[src/rtl/rpn_pkg.sv]
// Shared encodings for the RPN stack controller: command opcodes,
// error codes and controller FSM states.
`timescale 1ns/1ps

package rpn_pkg;

    // Command opcodes carried on i_cmd_op
    typedef enum logic [1:0] {
        CMD_PUSH  = 2'b00,
        CMD_POP   = 2'b01,
        CMD_OP    = 2'b10,
        CMD_CLEAR = 2'b11
    } cmd_e;

    // Error codes reported on o_err_code; the last error wins
    typedef enum logic [1:0] {
        ERR_NONE = 2'b00,
        ERR_OVF  = 2'b01,
        ERR_UNF  = 2'b10,
        ERR_ALU  = 2'b11
    } err_e;

    // Controller states
    typedef enum logic [1:0] {
        ST_IDLE     = 2'b00,
        ST_ALU_WAIT = 2'b01,
        ST_WRITE    = 2'b10
    } state_e;

endpackage : rpn_pkg

[src/rtl/rpn_stack_ctrl.sv]
// RPN operand-stack controller. Runs a 2-read/1-write reg_file as a stack:
// accepts PUSH/POP/OP/CLEAR commands, tracks depth, and for OP fetches
// NOS/TOS, hands them to the ALU and writes the result back over NOS.
`timescale 1ns/1ps

module rpn_stack_ctrl
    import rpn_pkg::*;
#(
    parameter int REG_WIDTH   = 4,
    parameter int NUM_REGS    = 4,
    parameter int ADDR_WIDTH  = $clog2(NUM_REGS),
    parameter int DEPTH_WIDTH = $clog2(NUM_REGS + 1)
) (
    input  logic                   i_clk,
    input  logic                   i_rst_n,

    // Command interface
    input  logic                   i_cmd_valid,
    output logic                   o_cmd_ready,
    input  logic [1:0]             i_cmd_op,
    input  logic [REG_WIDTH-1:0]   i_cmd_data,

    // reg_file interface
    output logic                   o_rf_wr_en,
    output logic [ADDR_WIDTH-1:0]  o_rf_wr_addr,
    output logic [REG_WIDTH-1:0]   o_rf_wr_data,
    output logic [ADDR_WIDTH-1:0]  o_rf_rd_addr_a,
    input  logic [REG_WIDTH-1:0]   i_rf_rd_data_a,
    output logic [ADDR_WIDTH-1:0]  o_rf_rd_addr_b,
    input  logic [REG_WIDTH-1:0]   i_rf_rd_data_b,

    // ALU interface
    output logic                   o_alu_start,
    output logic [REG_WIDTH-1:0]   o_alu_a,
    output logic [REG_WIDTH-1:0]   o_alu_b,
    input  logic                   i_alu_done,
    input  logic [REG_WIDTH-1:0]   i_alu_result,
    input  logic                   i_alu_err,

    // Status
    output logic [REG_WIDTH-1:0]   o_top,
    output logic [DEPTH_WIDTH-1:0] o_depth,
    output logic                   o_empty,
    output logic                   o_full,
    output logic                   o_err,
    output logic [1:0]             o_err_code
);

    localparam logic [DEPTH_WIDTH-1:0] DEPTH_ONE  = DEPTH_WIDTH'(1);
    localparam logic [DEPTH_WIDTH-1:0] DEPTH_TWO  = DEPTH_WIDTH'(2);
    localparam logic [DEPTH_WIDTH-1:0] DEPTH_FULL = DEPTH_WIDTH'(NUM_REGS);

    state_e                  state_q,     state_d;
    logic [DEPTH_WIDTH-1:0]  depth_q,     depth_d;
    logic                    err_q,       err_d;
    err_e                    err_code_q,  err_code_d;
    logic [ADDR_WIDTH-1:0]   wr_addr_q,   wr_addr_d;
    logic [REG_WIDTH-1:0]    wr_data_q,   wr_data_d;
    logic [REG_WIDTH-1:0]    alu_a_q,     alu_a_d;
    logic [REG_WIDTH-1:0]    alu_b_q,     alu_b_d;
    logic                    alu_start_q, alu_start_d;
    // Remembers whether the pending WRITE grows (PUSH) or shrinks (OP) the stack
    logic                    wr_push_q,   wr_push_d;

    logic                    empty;
    logic                    full;
    logic                    has_two;
    logic [ADDR_WIDTH-1:0]   tos_addr;
    logic [ADDR_WIDTH-1:0]   nos_addr;

    // Stack pointers derived from depth; parked at 0 when the slot does not exist
    always_comb begin
        empty    = (depth_q == '0);
        full     = (depth_q == DEPTH_FULL);
        has_two  = (depth_q >= DEPTH_TWO);
        tos_addr = empty   ? '0 : ADDR_WIDTH'(depth_q - DEPTH_ONE);
        nos_addr = has_two ? ADDR_WIDTH'(depth_q - DEPTH_TWO) : '0;
    end

    // Next-state, stack-depth and error logic for the IDLE/ALU_WAIT/WRITE sequence
    always_comb begin
        // NOTE: every variable gets its hold value first, so no path can infer a latch.
        state_d     = state_q;
        depth_d     = depth_q;
        err_d       = err_q;
        err_code_d  = err_code_q;
        wr_addr_d   = wr_addr_q;
        wr_data_d   = wr_data_q;
        alu_a_d     = alu_a_q;
        alu_b_d     = alu_b_q;
        alu_start_d = 1'b0;
        wr_push_d   = wr_push_q;

        unique case (state_q)
            ST_IDLE: begin
                if (i_cmd_valid) begin
                    unique case (cmd_e'(i_cmd_op))
                        CMD_PUSH: begin
                            if (full) begin
                                err_d      = 1'b1;
                                err_code_d = ERR_OVF;
                            end else begin
                                // depth < NUM_REGS here, so it fits the address width
                                wr_addr_d = ADDR_WIDTH'(depth_q);
                                wr_data_d = i_cmd_data;
                                wr_push_d = 1'b1;
                                state_d   = ST_WRITE;
                            end
                        end
                        CMD_POP: begin
                            if (empty) begin
                                err_d      = 1'b1;
                                err_code_d = ERR_UNF;
                            end else begin
                                depth_d = depth_q - DEPTH_ONE;
                            end
                        end
                        CMD_OP: begin
                            if (!has_two) begin
                                err_d      = 1'b1;
                                err_code_d = ERR_UNF;
                            end else begin
                                // Operands in a-b order: a is NOS, b is TOS
                                alu_a_d     = i_rf_rd_data_b;
                                alu_b_d     = i_rf_rd_data_a;
                                alu_start_d = 1'b1;
                                wr_push_d   = 1'b0;
                                state_d     = ST_ALU_WAIT;
                            end
                        end
                        CMD_CLEAR: begin
                            depth_d    = '0;
                            err_d      = 1'b0;
                            err_code_d = ERR_NONE;
                        end
                        default: ;
                    endcase
                end
            end

            ST_ALU_WAIT: begin
                // No timeout: the ALU owns the latency
                if (i_alu_done) begin
                    if (i_alu_err) begin
                        err_d      = 1'b1;
                        err_code_d = ERR_ALU;
                        state_d    = ST_IDLE;
                    end else begin
                        wr_addr_d = nos_addr;
                        wr_data_d = i_alu_result;
                        state_d   = ST_WRITE;
                    end
                end
            end

            ST_WRITE: begin
                // The reg_file commits on this exit edge, so depth moves with it
                // and o_top never shows a stale entry.
                depth_d = wr_push_q ? depth_q + DEPTH_ONE : depth_q - DEPTH_ONE;
                state_d = ST_IDLE;
            end

            default: state_d = ST_IDLE;
        endcase
    end

    // Controller registers; reset aborts any ALU_WAIT/WRITE in flight
    always_ff @(posedge i_clk or negedge i_rst_n) begin
        if (!i_rst_n) begin
            state_q     <= ST_IDLE;
            depth_q     <= '0;
            err_q       <= 1'b0;
            err_code_q  <= ERR_NONE;
            wr_addr_q   <= '0;
            wr_data_q   <= '0;
            alu_a_q     <= '0;
            alu_b_q     <= '0;
            alu_start_q <= 1'b0;
            wr_push_q   <= 1'b0;
        end else begin
            // NOTE: non-blocking assignments so every flop samples pre-edge values.
            state_q     <= state_d;
            depth_q     <= depth_d;
            err_q       <= err_d;
            err_code_q  <= err_code_d;
            wr_addr_q   <= wr_addr_d;
            wr_data_q   <= wr_data_d;
            alu_a_q     <= alu_a_d;
            alu_b_q     <= alu_b_d;
            alu_start_q <= alu_start_d;
            wr_push_q   <= wr_push_d;
        end
    end

    // NOTE: reg_file contents are never reset; depth 0 makes every entry unreachable.
    assign o_cmd_ready    = (state_q == ST_IDLE);
    assign o_rf_wr_en     = (state_q == ST_WRITE);
    assign o_rf_wr_addr   = wr_addr_q;
    assign o_rf_wr_data   = wr_data_q;
    assign o_rf_rd_addr_a = tos_addr;
    assign o_rf_rd_addr_b = nos_addr;
    assign o_alu_start    = alu_start_q;
    assign o_alu_a        = alu_a_q;
    assign o_alu_b        = alu_b_q;
    assign o_top          = empty ? '0 : i_rf_rd_data_a;
    assign o_depth        = depth_q;
    assign o_empty        = empty;
    assign o_full         = full;
    assign o_err          = err_q;
    assign o_err_code     = err_code_q;

endmodule : rpn_stack_ctrl

[config.mk]
export PLATFORM = sky130hd
export DESIGN_NAME = rpn_stack_ctrl
export DESIGN_NICKNAME = d
export VERILOG_FILES = /design/src/rtl/rpn_pkg.sv /design/src/rtl/rpn_stack_ctrl.sv
export SDC_FILE = /design/constraint.sdc
export NUM_CORES = 1
export LEC_CHECK = 0
export ABC_AREA = 1
export BUFFER_PORTS_ARGS = -buffer_cell sky130_fd_sc_hd__buf_2
export CORE_UTILIZATION = 42
export DETAILED_ROUTE_END_ITERATION = 12
export HOLD_SLACK_MARGIN = 0.08
export PLACE_DENSITY = 0.75
export SLEW_MARGIN = 40
export SYNTH_ARGS = -nofsm -noshare
export SYNTH_HDL_FRONTEND = slang
export SYNTH_SLANG_ARGS = --single-unit
[constraint.sdc]
create_clock -name i_clk -period 3.3 [get_ports i_clk]
set_input_delay 0.165 -clock i_clk [delete_from_list [all_inputs] [get_ports i_clk]]
set_output_delay 0.165 -clock i_clk [all_outputs]
set_load 0.02 [all_outputs]
==> results.yml, run 1 <==
run_status:
  status: "completed"
clock_network:
  cts_hold_buffers: 5
  cts_tree: "done"
  post_cts_buffers: 0
  clock_latency_ns: 0.32
  cts_resized: 0
  clk_pin_slew_ns: 0.13
  htree_levels: 1
  cts_buffers: 3
  clock-root-buffer: "clkbuf_4"
  cts_buffer_depth: 2
  numClockSinks: 24
drt:
  drc: 0
  initialDrtViolationCount: 76
  antenna_left: 0
  vias: 1413
  drt_wl_total_um: 3270
  routedWlPerCell_um: 10.7
  first_pass_iters: 4
  avgViaCountPerCell: 4.63
final_layout:
  fin_cells: 305
  drive_gt1_share_pct: 30.1
  diodes: 0
  syn_to_final_growth_pct: 28.8
  final_cell_mix: "69 x nand2_1, 55 x buf_2, 26 x inv_1"
  finalNetCount: 291
  fillers: 344
  layout_commonest_cell: "nand2_1"
floorplanning:
  rows: 21
  die_area_sq_um: 3750
  die_w_um: 61.2
  core_region_area_sq_um: 3340
  die_h_um: 61.2
  initial_utilization_pct: 44.1
  pin_count: 56
timing:
  finalSetupTns_ns: 0
  setup_viol: 0
  tightest_slew_ns: 0.537
  fin_worst_skew_ns: 0.00511
  fmax_mhz: 530
  period_share_pct: 57.2
  relSlewSlack_pct: 64.2
  period_needed_ns: 1.89
  worst_hold_slack_ns: 0.0892
  report.final.slew_viol_count: 0
  final_hold_viol_count: 0
  rsz0062_at_grt: "false"
synth:
  synthCells: 196
  syn_area_sq_um: 1470
  synth_top_cell_area_share_pct: 40.8
  ys_types: 24
  ys_ff_latch: 24
  synth_area_leaders: "dfrtp_1 41%, nand2_1 18%, ha_1 6.8%"
  synth_fp_nets: 227
  synth_top_cell_by_area: "dfrtp_1"
  yosys_warnings: 0
  syn-mean-instance-area_sq_um: 7.51
  ys_seq_area_share_pct: 40.8
place:
  portBuffers: 55
  dp_cells: 296
  gp_congestion: 0.878
  dp_hpwl_um: 2470
grt:
  grt_pass1_wl_um: 5090
  grt_pass1_vias: 1193
  grt_util_all_layers_pct: 18.5
  grt_overflow_total: 0
  grt_max_degree: 25
  antenna_found_initial: 0
hold_path:
  hp-class: "input port to flip-flop"
  min_from: "i_rf_rd_data_a[0]"
worst_setup_path:
  startpoint: "o_depth[0]"
  rr_startpoint: "o_depth[0]"
  critPathRequiredTime_ns: 3.13
  crit_fanout: 6
  crit_type: "flip-flop to output pin"
  crit_path_end_kind: "output pin"
  cp-start-kind: "flip-flop"
  critPathArrivalTime_ns: 1.72
power_and_ir_drop:
  peakVddDrop_uv: 379
  p_leak_nw: 1.12
  p_per_area_nw_per_um2: 912
  total_power_mw: 1.73
run:
  drv_cap: 0
## state kept, by name, indices dropped and copies added (netlist names)
register,count
o_alu_a,4
o_alu_b,4
o_rf_wr_data,4
o_depth,3
o_err_code,2
o_rf_wr_addr,2
state_q,2
o_alu_start,1
o_err,1
wr_push_q,1
## metrics by stage
stage / util (%) / setup slack (ns) / area, sq um
2_1_floorplan: - / 1.69 / 1470
3_3_place_gp: 53.8 / 1.67 / 1790
3_5_place_dp: 53.8 / 1.62 / 1790
4_1_cts: 56.8 / 1.40 / 1900
5_1_grt: 56.8 / 1.25 / 1900
6_report: 56.8 / 1.41 / 1900
## metal layers
| metal | vias up | global-route usage, % | routed length, um |
|---|---|---|---|
| li1 | 731 | - | - |
| met1 | 643 | 24.3 | 1560 |
| met2 | 32 | 31.4 | 1560 |
| met3 | 7 | 3.15 | 105 |
| met4 | 0 | 4.87 | 44 |
| met5 | - | 0 | 0 |
## kinds of logic (layout without fill, tap and decap cells)
group                    Yosys count  after routing  synth area share (%)
XOR/XNOR                           3              3                  1.78
buffers and inverters             30             93                  8.24
flip-flops                        24             24                  40.8
AO/OA/AOI/OAI                     18             18                  7.65
AND/OR/NAND/NOR                  113            113                  34.7
adder cells (fa/ha/maj)            8              8                  6.80
## worst paths after layout
path | cells past startpoint | slack, ns | endpoint
max | 7 | 1.41 | o_rf_rd_addr_b[0]
min | 3 | 0.09 | o_alu_b[0]
max reg2reg | 8 | 1.60 | o_alu_a[2]
min reg2reg | 2 | 0.49 | o_alu_b[3]
max in group asynchronous | 2 | 2.60 | o_err
min in group asynchronous | 2 | 0.34 | o_rf_wr_data[2]
## power by group
group | internal [mW] | total (mW) | switching [mW]
Clock | 0.123 | 0.215 | 0.0917
Combinational | 0.338 | 1.00 | 0.666
Sequential | 0.425 | 0.512 | 0.0868
Total | 0.886 | 1.73 | 0.845
## critical path: stages, from the launching register on
cell and delay, ns:
dfrtp_1 0.45, inv_1 0.13, ha_1 0.21, inv_1 0.07, nand3_1 0.19, inv_1 0.15, nor2_1 0.05, buf_2 0.16
## Yosys cell counts
master,n
dfrtp_1,24
buf_6,1
nand4_1,5
o21ai_0,6
o21ai_1,2
o21bai_1,3
nand2_1,69
xor2_1,1
clkinv_2,1
a21oi_1,3
inv_2,2
nand3_2,2
nand3_1,9
nand3_4,1
o21ai_2,4
nor2_4,1
nor2_1,18
ha_1,8
inv_1,26
xnor2_1,2
or2_2,1
nand2_4,2
nand2_2,2
nor2_2,3
## area by class of cell
cell class              count  area [sq um]  area share (%)
repair buffers             60           325            17.2
inverters                  29           110            5.80
clock inverters             1          30.0            1.58
flip-flops and latches     24           601            31.7
well taps                  46          57.6            3.03
clock buffers               3          22.5            1.19
multi-input cells         142           751            39.6
Note: power is estimated with default switching activity, not from simulation.
==> inputs of run 2 (changes only) <==
PLACE_DENSITY = 0.78   (was 0.75)
clock period = 1.68 ns   (was 3.3 ns; I/O delays follow)
==> run 2 against run 1 <==
Effect of this change: register-to-register slack worse by 1.4 ns; clock skew up 0.0016 ns; critical path depth unchanged; global-route usage up 2.3 points; via count up 5.8%; worst hold slack better by 0.050 ns; non-clock buffer count up 16; setup slack worse by 1.3 ns; utilization up 3.8 points; combinational power up 110%; routed wire length up 12%; cell count up 4.9%; critical path type unchanged; highest routed layer unchanged.
==> results.yml, run 2 (synthesis gave the netlist of run 1 again) <==
power_and_ir_drop:
  peakVddDrop_uv: 577
  total_power_mw: 3.35
  p_leak_nw: 1.17
  p_per_area_nw_per_um2: 1650
grt:
  grt_overflow_total: 0
  antenna_found_initial: 0
  grt_pass1_wl_um: 5750
  grt_util_all_layers_pct: 20.7
  grt_max_degree: 25
  grt_pass1_vias: 1379
timing:
  period_needed_ns: 1.59
  tightest_slew_ns: 0.538
  setup_viol: 0
  period_share_pct: 94.4
  report.final.slew_viol_count: 0
  rsz0062_at_grt: "false"
  fmax_mhz: 630
  setup_ws_ns: 0.0937
  finalSetupTns_ns: 0
  final_hold_viol_count: 0
  worst_hold_slack_ns: 0.139
  fin_worst_skew_ns: 0.00675
  relSlewSlack_pct: 64.1
final_layout:
  final_util_pct: 60.7
  final_cell_mix: "69 x nand2_1, 55 x buf_2, 24 x dfrtp_1"
  fillers: 298
  finalNetCount: 307
  diodes: 0
  layout_commonest_cell: "nand2_1"
  syn_to_final_growth_pct: 37.5
  drive_gt1_share_pct: 31.4
worst_setup_path:
  crit_slowest_cell: "dfrtp_1"
  cp_cell_sequence: "inv_2, ha_1, inv_1, nand3_2, inv_1, nor2_1, buf_2"
  rr_startpoint: "state_q[1]"
  cp-start-kind: "flip-flop"
  critPathRequiredTime_ns: 1.60
  cp_common_cell: "inv_1"
  critPathTopFamily: "buffers and inverters"
  crit_fanout: 6
  crit_path_end_kind: "output pin"
  path_depth: 7
  crit_type: "flip-flop to output pin"
  path_buf_inv: 4
  reg2reg_depth: 7
  critPathMaxStageDelay_ns: 0.38
  critPathArrivalTime_ns: 1.50
  startpoint: "o_depth[0]"
clock_network:
  htree_levels: 1
  cts_tree: "done"
  clock_latency_ns: 0.31
  cts_buffers: 3
  clock-root-buffer: "clkbuf_4"
  cts_buffer_depth: 2
  clk_pin_slew_ns: 0.13
  numClockSinks: 24
place:
  dp_hpwl_um: 2570
  dpl_worst_slack_ns: 0.117
  portBuffers: 55
  gp_congestion: 0.815
floorplanning:
  die_area_sq_um: 3750
  die_h_um: 61.2
  core_region_area_sq_um: 3340
  die_w_um: 61.2
  pin_count: 56
  rows: 21
  initial_utilization_pct: 44.1
drt:
  drt_wl_total_um: 3670
  routedWlPerCell_um: 11.5
  initialDrtViolationCount: 82
  antenna_left: 0
  first_pass_iters: 4
  drc: 0
  vias: 1495
  avgViaCountPerCell: 4.67
hold_path:
  holdPathStages: 4
  min_from: "i_alu_done"
  hp-class: "input port to flip-flop"
run_status:
  status: "completed"
run:
  drv_cap: 0
run 2: cell types whose count changed in the layout (fill, tap and decap cells not counted), sizes merged:
| cell | delta |
|---|---|
| bufinv | -1 |
| dlygate4sd3 | +12 |
| buf | +4 |
run 2: area by class of cell:
class	instances	area [sq um]	area share (%)
sequential	24	601	29.7
tap	46	57.6	2.84
multi-input combinational	142	758	37.5
timing repair buffer	76	475	23.5
clock buffer	3	22.5	1.11
inverter	29	110	5.44
run 2: per-stage QoR:
step / std cells / area, sq um
finish: 320 / 2020
global route: 320 / 2020
CTS: 320 / 2020
detailed placement: 299 / 1820
global placement: 299 / 1820
floorplan: 196 / 1470
run 2: tightest hold or removal path, delay by kind of cell:
kind | cells | cell delay [ns]
buffers and inverters | 2 | 0.13
AND/OR/NAND/NOR | 1 | 0.11
AO/OA/AOI/OAI | 1 | 0.10
run 2: layer usage:
layer	share of wire [%]	GRT usage, %	vias up
met3	5.6	2.94	10
met5	0	0	-
met2	50	37.6	58
met1	42	24.3	662
li1	-	-	765
met4	2.0	8.77	0
run 2: path summary, 6_finish.rpt:
kind | endpoint | slack [ns]
min in group asynchronous | o_alu_b[0] | 0.27
worst max register to register | o_alu_a[2] | 0.21
worst min register to register | o_alu_b[3] | 0.49
worst min-delay path | state_q[0] | 0.14
worst max-delay path | o_rf_rd_addr_b[1] | 0.09
max in group asynchronous | wr_push_q | 1.05
run 2: repair_timing:
item,in CTS,in global routing
hold buffers,17,0
hold endpoints to repair,36,0
endpoints found under the setup margin,9,10
buffers inserted,1,0
resized for setup,2,3
run 2: power breakdown:
group | switching (mW) | internal [mW]
clock | 0.165 | 0.0840
combinational | 1.36 | 0.739
sequential | 0.159 | 0.835
total | 1.69 | 1.66
